**src/rtl/mips32_fetch_queue.sv**
```systemverilog
// mips32_fetch_queue: MIPS32 fetch/prefetch stage that owns the PC, drives a 1-cycle synchronous imem and queues words downstream.
// Ports: clk/rst_n (async active-low); o_imem_req/o_imem_addr/i_imem_rdata to instruction memory;
// i_redirect_valid/i_redirect_pc flush and restart fetch; o_instr_valid/o_instr/o_instr_pc/i_instr_ready
// deliver the queue head; o_halted is sticky after HLT is delivered; o_occupancy is the queue fill level.
// Optional macro FETCH_STATS_EN adds saturating o_perf_fetched/o_perf_flushed counters.
module mips32_fetch_queue #(
    parameter int         AW     = 10,
    parameter int         DEPTH  = 4,
    parameter logic [5:0] HLT_OP = 6'h3f
) (
    input  logic                     clk,
    input  logic                     rst_n,
    output logic                     o_imem_req,
    output logic [AW-1:0]            o_imem_addr,
    input  logic [31:0]              i_imem_rdata,
    input  logic                     i_redirect_valid,
    input  logic [AW-1:0]            i_redirect_pc,
    output logic                     o_instr_valid,
    output logic [31:0]              o_instr,
    output logic [AW-1:0]            o_instr_pc,
    input  logic                     i_instr_ready,
    output logic                     o_halted,
    output logic [$clog2(DEPTH):0]   o_occupancy
`ifdef FETCH_STATS_EN
    ,
    output logic [15:0]              o_perf_fetched,
    output logic [15:0]              o_perf_flushed
`endif
);
    localparam int PW = $clog2(DEPTH);
    localparam int CW = PW + 1;
    typedef enum logic [1:0] {RUN, DRAIN, HALT} state_t;
    state_t         r_state;
    logic [AW-1:0]  r_fetch_pc;
    logic           r_inflight;
    logic [AW-1:0]  r_inflight_pc;
    logic [PW-1:0]  r_wptr;
    logic [PW-1:0]  r_rptr;
    logic [CW-1:0]  r_count;
    logic [31:0]    r_mem [DEPTH];
    logic [AW-1:0]  r_pcq [DEPTH];
    logic           w_valid;
    logic           w_pop;
    logic           w_hlt_pop;
    logic           w_redir;
    logic [CW:0]    w_credit;
    logic           w_req;
    logic           w_push;
    logic           w_hlt_push;
    assign w_valid    = (r_count != '0) && (r_state != HALT);
    assign w_pop      = w_valid && i_instr_ready;
    assign w_hlt_pop  = w_pop && (r_state == DRAIN) && (r_mem[r_rptr][31:26] == HLT_OP);
    // an HLT pop beats a simultaneous redirect
    assign w_redir    = i_redirect_valid && (r_state != HALT) && !w_hlt_pop;
    // queued + in-flight words, net of this cycle's pop, must leave room for the new response
    assign w_credit   = {1'b0, r_count} + (CW+1)'(r_inflight) - (CW+1)'(w_pop);
    // no request during a redirect cycle, so no stale response needs tracking afterwards
    assign w_req      = rst_n && (r_state == RUN) && !w_redir && (w_credit < (CW+1)'(DEPTH));
    assign w_push     = r_inflight && !w_redir;
    assign w_hlt_push = w_push && (r_state == RUN) && (i_imem_rdata[31:26] == HLT_OP);
    assign o_imem_req    = w_req;
    assign o_imem_addr   = r_fetch_pc;
    assign o_instr_valid = w_valid;
    assign o_instr       = w_valid ? r_mem[r_rptr] : '0;
    assign o_instr_pc    = w_valid ? r_pcq[r_rptr] : '0;
    assign o_halted      = (r_state == HALT);
    assign o_occupancy   = r_count;
    always_ff @(posedge clk or negedge rst_n) begin
        if (!rst_n) begin
            r_state       <= RUN;
            r_fetch_pc    <= '0;
            r_inflight    <= 1'b0;
            r_inflight_pc <= '0;
            r_wptr        <= '0;
            r_rptr        <= '0;
            r_count       <= '0;
        end else begin
            r_state       <= w_hlt_pop ? HALT : w_redir ? RUN : w_hlt_push ? DRAIN : r_state;
            r_fetch_pc    <= w_redir ? i_redirect_pc : w_req ? r_fetch_pc + AW'(1) : r_fetch_pc;
            // a request issued alongside the HLT push is squashed here
            r_inflight    <= w_req && !w_hlt_push;
            r_inflight_pc <= r_fetch_pc;
            r_wptr        <= w_redir ? '0 : r_wptr + PW'(w_push);
            r_rptr        <= w_redir ? '0 : r_rptr + PW'(w_pop);
            r_count       <= w_redir ? '0 : r_count + CW'(w_push) - CW'(w_pop);
        end
    end
    always_ff @(posedge clk) begin
        if (w_push) begin
            r_mem[r_wptr] <= i_imem_rdata;
            r_pcq[r_wptr] <= r_inflight_pc;
        end
    end
`ifdef FETCH_STATS_EN
    logic [15:0] r_perf_fetched;
    logic [15:0] r_perf_flushed;
    logic [CW:0] w_flush_n;
    logic [16:0] w_fetched_sum;
    logic [16:0] w_flushed_sum;
    // redirect discards what stays queued plus the word arriving now; HLT squashes the request issued with it
    assign w_flush_n     = w_redir ? {1'b0, r_count} - (CW+1)'(w_pop) + (CW+1)'(r_inflight)
                                   : (CW+1)'(w_hlt_push && w_req);
    assign w_fetched_sum = {1'b0, r_perf_fetched} + 17'(w_push);
    assign w_flushed_sum = {1'b0, r_perf_flushed} + 17'(w_flush_n);
    assign o_perf_fetched = r_perf_fetched;
    assign o_perf_flushed = r_perf_flushed;
    always_ff @(posedge clk or negedge rst_n) begin
        if (!rst_n) begin
            r_perf_fetched <= '0;
            r_perf_flushed <= '0;
        end else begin
            r_perf_fetched <= w_fetched_sum[16] ? 16'hffff : w_fetched_sum[15:0];
            r_perf_flushed <= w_flushed_sum[16] ? 16'hffff : w_flushed_sum[15:0];
        end
    end
`endif
endmodule

```
**config.mk**
```make
export PLATFORM = sky130hd
export DESIGN_NAME = mips32_fetch_queue
export DESIGN_NICKNAME = d
export VERILOG_FILES = /design/src/rtl/mips32_fetch_queue.sv
export SDC_FILE = /design/constraint.sdc
export NUM_CORES = 1
export LEC_CHECK = 0
export ABC_AREA = 1
export BUFFER_PORTS_ARGS = -buffer_cell sky130_fd_sc_hd__buf_2
export CORE_MARGIN = 4
export CORE_UTILIZATION = 50
export DETAILED_ROUTE_END_ITERATION = 12
export GPL_ROUTABILITY_DRIVEN = 1
export GPL_TIMING_DRIVEN = 0
export HOLD_SLACK_MARGIN = 0.06
export PLACE_DENSITY = 0.7
export SLEW_MARGIN = 20
export SYNTH_ARGS = -nofsm -noshare
export SYNTH_HDL_FRONTEND = slang
export SYNTH_SLANG_ARGS = --single-unit
```
**constraint.sdc**
```tcl
create_clock -name clk -period 6.1 [get_ports clk]
set_input_delay 0.61 -clock clk [delete_from_list [all_inputs] [get_ports clk]]
set_output_delay 0.61 -clock clk [all_outputs]
set_load 0.02 [all_outputs]
```
# Word-level counts from Yosys, hierarchy flattened
# Memory sizes are Yosys's and may differ from the RTL's.
# Cells that the tools add are included.
# word_totals
regBits,30
ramBits,168
inputBits,46
out_inout_bits,58
memories,2
# classes
n_addsub,7
magnitude_cmp,1
n_eq_ne,5
muxes,12
reduce_logical,20
# mem_list
memory,words,width,rd,rd_clocked_by_memory_dff,write_ports,line_no,source
r_mem,4,32,1,0,1,40,logic [31:0] r_mem [DEPTH];
r_pcq,4,10,1,0,1,41,logic [AW-1:0] r_pcq [DEPTH];
# ops
operator,count
32-bit two-way mux,1
10-bit two-way mux,3
1-bit logical AND,13
"6-bit == test, second input constant",2
"10-bit by 1-bit adder with 10-bit output, second input constant",1
2-bit two-way mux,5
3-bit nonzero test,2
2-bit by 1-bit adder with 2-bit output,2
3-bit by 1-bit adder with 4-bit output,1
"4-bit by 3-bit < comparator with 1-bit output, second input constant",1
4-bit by 1-bit subtractor with 4-bit output,1
3-bit by 1-bit adder with 3-bit output,1
1-bit zero test,3
3-bit two-way mux,1
3-bit by 1-bit subtractor with 3-bit output,1
"2-bit by 1-bit == test with 1-bit output, second input constant",1
"2-bit == test, second input constant",1
2-bit zero test,1
1-bit two-way mux,2
"2-bit != test, second input constant",1
2-bit nonzero test,1

# Longest topological paths before layout
# Gate-level depths: netlist of run 1.
# depth
ltp_word,14
ltp_mapped,17
ltp_nobuf,16

# Least setup slack after synthesis of run 1
# Ideal clock, no wire load.
# synth_timing
path_kind,register to register
from,register r_rptr[0]
to,memory r_mem[0][0] (enable)
arrival_ns,4.329
t_required_ns,5.606
path_slack_ns,1.277
path_stages_with_launch,11
n_path_buf,1
period_less_slack_ns,4.823
cell_sequence,dfrtp_1 inv_2 clkbuf_1 o21ai_1 nand2_1 nand2_1 nor2_1 nand2_2 nand2_2 nand2_1 nor3_1
# synth_between
elab_chain_len,9
# synth_rtl
element,line_no,source
"start, declared",38,logic [PW-1:0] r_rptr;
"start signal, assigned",84,r_rptr <= w_redir ? '0 : r_rptr + PW'(w_pop);
memory read 4 x 32 bit,-,
6-bit == test,52,assign w_hlt_pop = w_pop && (r_state == DRAIN) && (r_mem[r_rptr][31:26] == HLT_OP);
1-bit logical AND,52,
1-bit zero test,54,assign w_redir = i_redirect_valid && (r_state != HALT) && !w_hlt_pop;
1-bit logical AND,54,
1-bit zero test,59,assign w_push = r_inflight && !w_redir;
1-bit logical AND,59,
1-bit two-way mux,89,if (w_push) begin
1-bit two-way mux (implied by the code),90,r_mem[r_wptr] <= i_imem_rdata;
"end, declared",40,
# Every way passes these cells.

# Worst setup path after layout of run 1
# layout_timing
from,register r_rptr[0]
to,memory r_mem[1][20] (enable)
# The elaborated chain is that of the path after synthesis.

==> results of run 1 <==
[power by group through the flow]
stage	Clock [mW]	Sequential [mW]	Combinational, mW
after detailed placement	0	1.71	1.46
after global routing	1.13	1.70	1.62
after global placement	0	1.71	1.42
after floorplan	0	1.73	0.907
after CTS	1.07	1.69	1.47
final	1.06	1.69	1.45
[kinds of logic (layout without fill, tap and decap cells)]
family,after synthesis,after routing
other,0,1
adder cells (fa/ha/maj),7,7
buffers and inverters,68,224
XOR/XNOR,12,12
AND/OR/NAND/NOR,285,285
AO/OA/AOI/OAI,136,136
flip-flops,198,198
[placed cells by master (no fill, tap or decap), drive strengths merged]
master	n
xnor2	5
ha	6
o211ai	1
xor2	7
clkinvlp	1
nor2	175
buf	143
a21oi	49
o21ai	86
nand3	31
nand2	68
nor3b	1
clkbuf	37
dfrtp	30
nand4	4
or2	1
diode	1
edfxtp	168
fa	1
inv	39
nor3	4
clkinv	4
and2	1
[worst max-delay path by stage]
stage	start	to	depth (start not counted)
4_1_cts	r_rptr[0]$_DFF_PN0_	r_mem[2][12]$_DFFE_PP_	13
5_1_grt	r_rptr[0]$_DFF_PN0_	r_mem[1][15]$_DFFE_PP_	12
6_report	r_rptr[0]$_DFF_PN0_	r_mem[1][20]$_DFFE_PP_	12
3_3_place_gp	r_rptr[0]$_DFF_PN0_	r_mem[0][20]$_DFFE_PP_	10
2_1_floorplan	r_rptr[0]$_DFF_PN0_	r_mem[0][0]$_DFFE_PP_	10
3_5_place_dp	r_rptr[0]$_DFF_PN0_	r_mem[1][20]$_DFFE_PP_	12
[routing by layer]
metal	part of all wire	global-route usage	routed length (um)
met2	0.50	0.3457	8892
met1	0.42	0.2551	7477
met5	0.00073	0	13
met3	0.068	0.04606	1212
met4	0.013	0.05823	235
[cell type report]
type,count,area [um^2],share of cell area
well taps,216,270.3,0.02799
inverters,33,123.9,0.01283
plain buffers,35,153.9,0.01594
repair buffers,124,699.4,0.07245
multi-input cells,440,2041,0.2114
clock inverters,11,86.33,0.008942
diodes,1,2.502,0.0002592
flip-flops and latches,198,5796,0.6003
clock buffers,21,481.7,0.04990
[state kept, by name, indices dropped and copies added, names as in the netlist]
signal,count
r_state,2
r_rptr,2
r_mem,128
r_inflight_pc,10
r_pcq,40
o_imem_addr,10
o_occupancy,3
r_inflight,1
r_wptr,2
[critical path, stage by stage (launching register included)]
cell	delay [ns]
dfrtp_1	0.50
inv_2	0.22
clkbuf_1	0.43
o21ai_1	0.18
nand2_1	0.10
nand2_1	0.05
nor2_1	0.12
nand2_2	0.11
nand2_2	0.14
nand2_1	0.21
nor3_2	0.54
buf_6	0.24
buf_4	0.19
==> results.yml, run 1 <==
worst_setup_path:
  start_kind: "flip-flop"
  reg2reg_slack_ns: 2.76
  path_max_fanout: 10
  end_kind: "flip-flop"
  worst_ep_required_time_ns: 6.24
  arrival_ns: 3.49
  worstSetupPathType: "flip-flop to flip-flop"
  reg2reg_depth: 12
  r2r-end: "r_mem[1][20]$_DFFE_PP_"
  regToRegStartpoint: "r_rptr[0]$_DFF_PN0_"
die:
  pin_count: 104
  dieWidth_um: 135.2
  dieArea_mm2: 0.01829
  rows: 46
  core-area_mm2: 0.01589
  start_util: 0.5095
  die_h_um: 135.2
timing:
  setup_violations: 0
  slew_violations: 0
  min_period_over_period: 0.5483
  fin_ws_ns: 2.755
  finalHoldViolations: 0
  clock_skew_ns: 0.006582
  worst_hold_slack_ns: 0.2042
  maxSlewHeadroom: 0.5637
  worstMarginPinSlew_ns: 0.6545
  fmaxAchievable_mhz: 299.0
  final.min_clock_period_ns: 3.345
  rsz0062_at_grt: "false"
  setup_tns_ns: 0
synth:
  yosysSeqAreaShare: 0.7160
  synth_area_mm2: 0.008094
  postSynthCellCount: 706
  syn-num-nets: 759
  yosysMostFrequentCell: "nor2_1"
  synthTopCellsByCount: "175 x nor2_1, 168 x edfxtp_1, 82 x o21ai_0"
  yosysTopAreaCell: "edfxtp_1"
  ys_seq_elements: 198
  synth_xor_area_frac: 0.01299
  yosys.area_share.adder: 0.01175
  synth_edf_count: 168
  synth_compound_area_frac: 0.08440
  yosysUniqueCellTypes: 26
  ys_warn_count: 0
  ys.flop_type: "edfxtp_1"
  avgSynthCellArea_um2: 11.46
  yosys.area_share.simple: 0.1405
  synth_top_family_by_area: "simple AND/OR/NAND/NOR gates"
  synthTopCellsByArea: "edfxtp_1 62%, dfrtp_1 9.3%, nor2_1 8.1%"
  muxShareOfSynthArea: 0
  synth_top_area_frac: 0.6233
  async_flop_share: 0.1515
power:
  switching_power_mw: 1.586
  comb_power_share: 0.346
  p_int_mw: 2.609
  pwr-share-seq: 0.402
  p_leak_nw: 3.844
  powerDensity_mw_per_mm2: 434.6
  p_clk_frac: 0.252
  ir_drop_mv: 0.2355
  power_mw: 4.195
  sw_frac_of_total: 0.3780
route:
  wl_mm: 17.83
  routed_via_density: 5.206
  first_pass_iters: 5
  drc_errors: 0
  wl_per_cell_um: 16.53
  dr_total_vias: 5617
  drtIter0Drc: 415
  ant_nets: 0
global_routing:
  grt_pass1_wl_mm: 28.26
  grt_usage: 0.2004
  grt_max_degree: 32
  grt-ovfl-total: 0
  grt_pass1_vias: 5601
  antenna_found_initial: 1
clock_network:
  clock-sinks: 198
  htreeDepth: 4
  post-cts-setup-buffers: 0
  cts_root_buf: "clkbuf_16"
  clk_path_buf_depth: 2
  insertion_delay_ns: 0.43
  cts_buffers: 17
  hold_buffers: 0
  cts_tree: "done"
  cts_resized: 0
  path_clk_slew_ns: 0.07
cells_and_area:
  fillers: 1281
  final_area_mm2: 0.009654
  final_nets: 902
  utilization: 0.6078
  instances_no_fill: 1079
  syn_to_final_growth_pct: 19.28
  layout-drive-gt1-share: 0.1984
flow_run:
  cap_violations: 0
place:
  gp_congestion: 0.8694
  dp.cells: 1046
  post_dp_cell_area_mm2: 0.009084
  port-buffer-count: 103
  dp_hpwl_mm: 12.56
  dp_worst_setup_slack_ns: 2.737
worst_hold_path:
  hold_class: "input port to async pin"
status:
  status: "finished, final reports clean"
Power figures use the tool's default switching activity.
==> run 2, diff against run 1 <==
- PLACE_DENSITY: 0.7 -> 0.73
- clock period: 6.1 -> 2.7 ns (I/O delays scaled with it)
==> results.yml, run 2 (synthesis results as in run 1) <==
place:
  dp_hpwl_mm: 11.97
  gp_congestion: 0.8282
  dp_worst_setup_slack_ns: -0.4079
  post_dp_cell_area_mm2: 0.009175
  port-buffer-count: 103
  dp.cells: 1038
worst_setup_path:
  r2r-end: "o_occupancy[1]$_DFF_PN0_"
  path_cells: "inv_1 > nand2_2 > nand3_4 > inv_2 > nand2_1 > ha_1 > nand2_1 > inv_1 > nand3_1 > nand3_1 > nand2_1 > nor2_1 > nand2_1 > inv_1 > buf_2"
  cpMostUsedCell: "nand2_1"
  arrival_ns: 2.31
  regToRegStartpoint: "r_rptr[1]$_DFF_PN0_"
  critPathSlowestCell: "dfrtp_1"
  slowest_delay_ns: 0.37
  end_kind: "output port"
  path_delay_family: "simple AND/OR/NAND/NOR gates"
  path_max_fanout: 4
  worstSetupPathType: "flip-flop to output port"
  start_kind: "flip-flop"
  reg2reg_slack_ns: 0.15
  path_buf_inv: 5
  worst_ep_required_time_ns: 2.43
  reg2reg_depth: 16
die:
  pin_count: 104
  dieArea_mm2: 0.01829
  die_h_um: 135.2
  core-area_mm2: 0.01589
  start_util: 0.5095
  rows: 46
  dieWidth_um: 135.2
clock_network:
  insertion_delay_ns: 0.44
  clk_path_buf_depth: 2
  cts_root_buf: "clkbuf_16"
  cts_tree: "done"
  cts_buffers: 17
  clock-sinks: 198
  htreeDepth: 4
  path_clk_slew_ns: 0.07
status:
  status: "finished, final reports clean"
timing:
  rsz0062_at_grt: "true"
  final.min_clock_period_ns: 2.583
  fin_ws_ns: 0.1174
  slew_violations: 0
  setup_violations: 0
  maxSlewHeadroom: 0.5482
  clock_skew_ns: 0.01205
  worstMarginPinSlew_ns: 0.6776
  min_period_over_period: 0.9565
  fmaxAchievable_mhz: 387.2
  worst_hold_slack_ns: 0.08089
  finalHoldViolations: 0
cells_and_area:
  layout_commonest_cell: "nor2_1"
  diodes: 0
  final_nets: 936
  regMostFlops: "r_mem"
  layout-drive-gt1-share: 0.2232
  layout_common_cells: "174 x nor2_1, 168 x edfxtp_1, 107 x buf_2"
  final-seq-area_mm2: 0.005801
  final_area_mm2: 0.01026
  top_regs: "r_mem x128, r_pcq x40"
  fillers: 1193
  syn_to_final_growth_pct: 26.80
  largest_reg_flops: 128
  instances_no_fill: 1112
  multiInputGateArea_mm2: 0.002125
power:
  powerDensity_mw_per_mm2: 959.2
  ir_drop_mv: 0.6404
  p_leak_nw: 4.093
route:
  ant_nets: 0
  first_pass_iters: 5
  drc_errors: 0
  wl_per_cell_um: 16.18
  drtIter0Drc: 429
  wl_mm: 18.00
  dr_total_vias: 5755
  routed_via_density: 5.175
worst_hold_path:
  hold_start: "i_imem_rdata[3]"
  holdPathEnd: "r_mem[1][3]$_DFFE_PP_"
  hold_depth: 1
  hold_class: "input port to flip-flop"
global_routing:
  grt_usage: 0.2015
  antenna_found_initial: 0
  grt_pass1_wl_mm: 28.15
  grt-ovfl-total: 0
  grt_pass1_vias: 5499
  grt_max_degree: 32
flow_run:
  cap_violations: 0
==> run 2: cell types whose count changed in the layout (fill, tap and decap cells not counted), sizes merged <==
cell,change
dlygate4sd3,+27
buf,+5
clkbuf,+4
inv,-2
clkinv,+1
clkinvlp,-1
diode,-1
==> run 2: worst max-delay path by stage <==
stage | from | endpoint | slack, ns | depth (start not counted)
detailed placement | r_rptr[0]$_DFF_PN0_ | r_mem[0][17]$_DFFE_PP_ | -0.41 | 13
floorplan | r_rptr[0]$_DFF_PN0_ | r_mem[0][0]$_DFFE_PP_ | -0.12 | 11
global placement | r_rptr[0]$_DFF_PN0_ | r_mem[1][20]$_DFFE_PP_ | -1.22 | 10
CTS | r_rptr[1]$_DFF_PN0_ | o_occupancy[2]$_DFF_PN0_ | 0.006 | 17
global route | r_state[0]$_DFFE_PN0P_ | o_imem_req | -0.12 | 15
finish | r_state[0]$_DFFE_PN0P_ | o_imem_req | 0.12 | 15
==> run 2: area by class of cell <==
class,instances,share of cell area
sequential,198,0.5652
buffer,35,0.01804
clock buffer,23,0.05498
inverter,33,0.01231
timing repair buffer,158,0.1092
tap,216,0.02633
clock inverter,9,0.006949
multi-input combinational,440,0.2070
==> run 2: worst register-to-register path, delay by kind of cell (launching register included) <==
kind / cells / cell delay, ns
compound gates: 2 / 0.17
xor+xnor: 1 / 0.17
fa+ha+maj: 2 / 0.66
buf+inv: 4 / 0.40
flops: 1 / 0.38
simple gates: 7 / 0.66
==> run 2: what timing repair did <==
item / 4_1_cts / 5_1_grt
setup endpoints to repair: 165 / 68
setup buffers: 6 / 8
endpoints found under the hold margin: 131 / 0
gates resized for setup: 8 / 11
pin swaps: 3 / 6
gates cloned: 0 / 1
hold buffers: 27 / 0
==> run 2: layer usage <==
layer / global-route usage / vias up / wire length, um
met1: 0.2678 / 2754 / 7937
met3: 0.04495 / 19 / 1125
li1: - / 2792 / -
met5: 0 / - / 0
met4: 0.06831 / 0 / 258
met2: 0.3319 / 190 / 8675
==> run 2: power breakdown <==
group          total (mW)  switching, mW  leakage, nW  internal (mW)
sequential           3.81          0.204         1.90           3.61
combinational        3.46           2.36         1.88           1.10
clock                2.57           1.08        0.314           1.49
==> run 2: through the flow <==
step | utilization | setup TNS (ns) | power (mW)
after global routing | 0.6461 | -0.1436 | 10.39
after CTS | 0.6391 | 0 | 9.832
final | 0.6461 | 0 | 9.845
after detailed placement | 0.5776 | -25.19 | 7.221
after floorplan | - | -14.26 | 5.996
after global placement | 0.5650 | -199.63 | 7.129
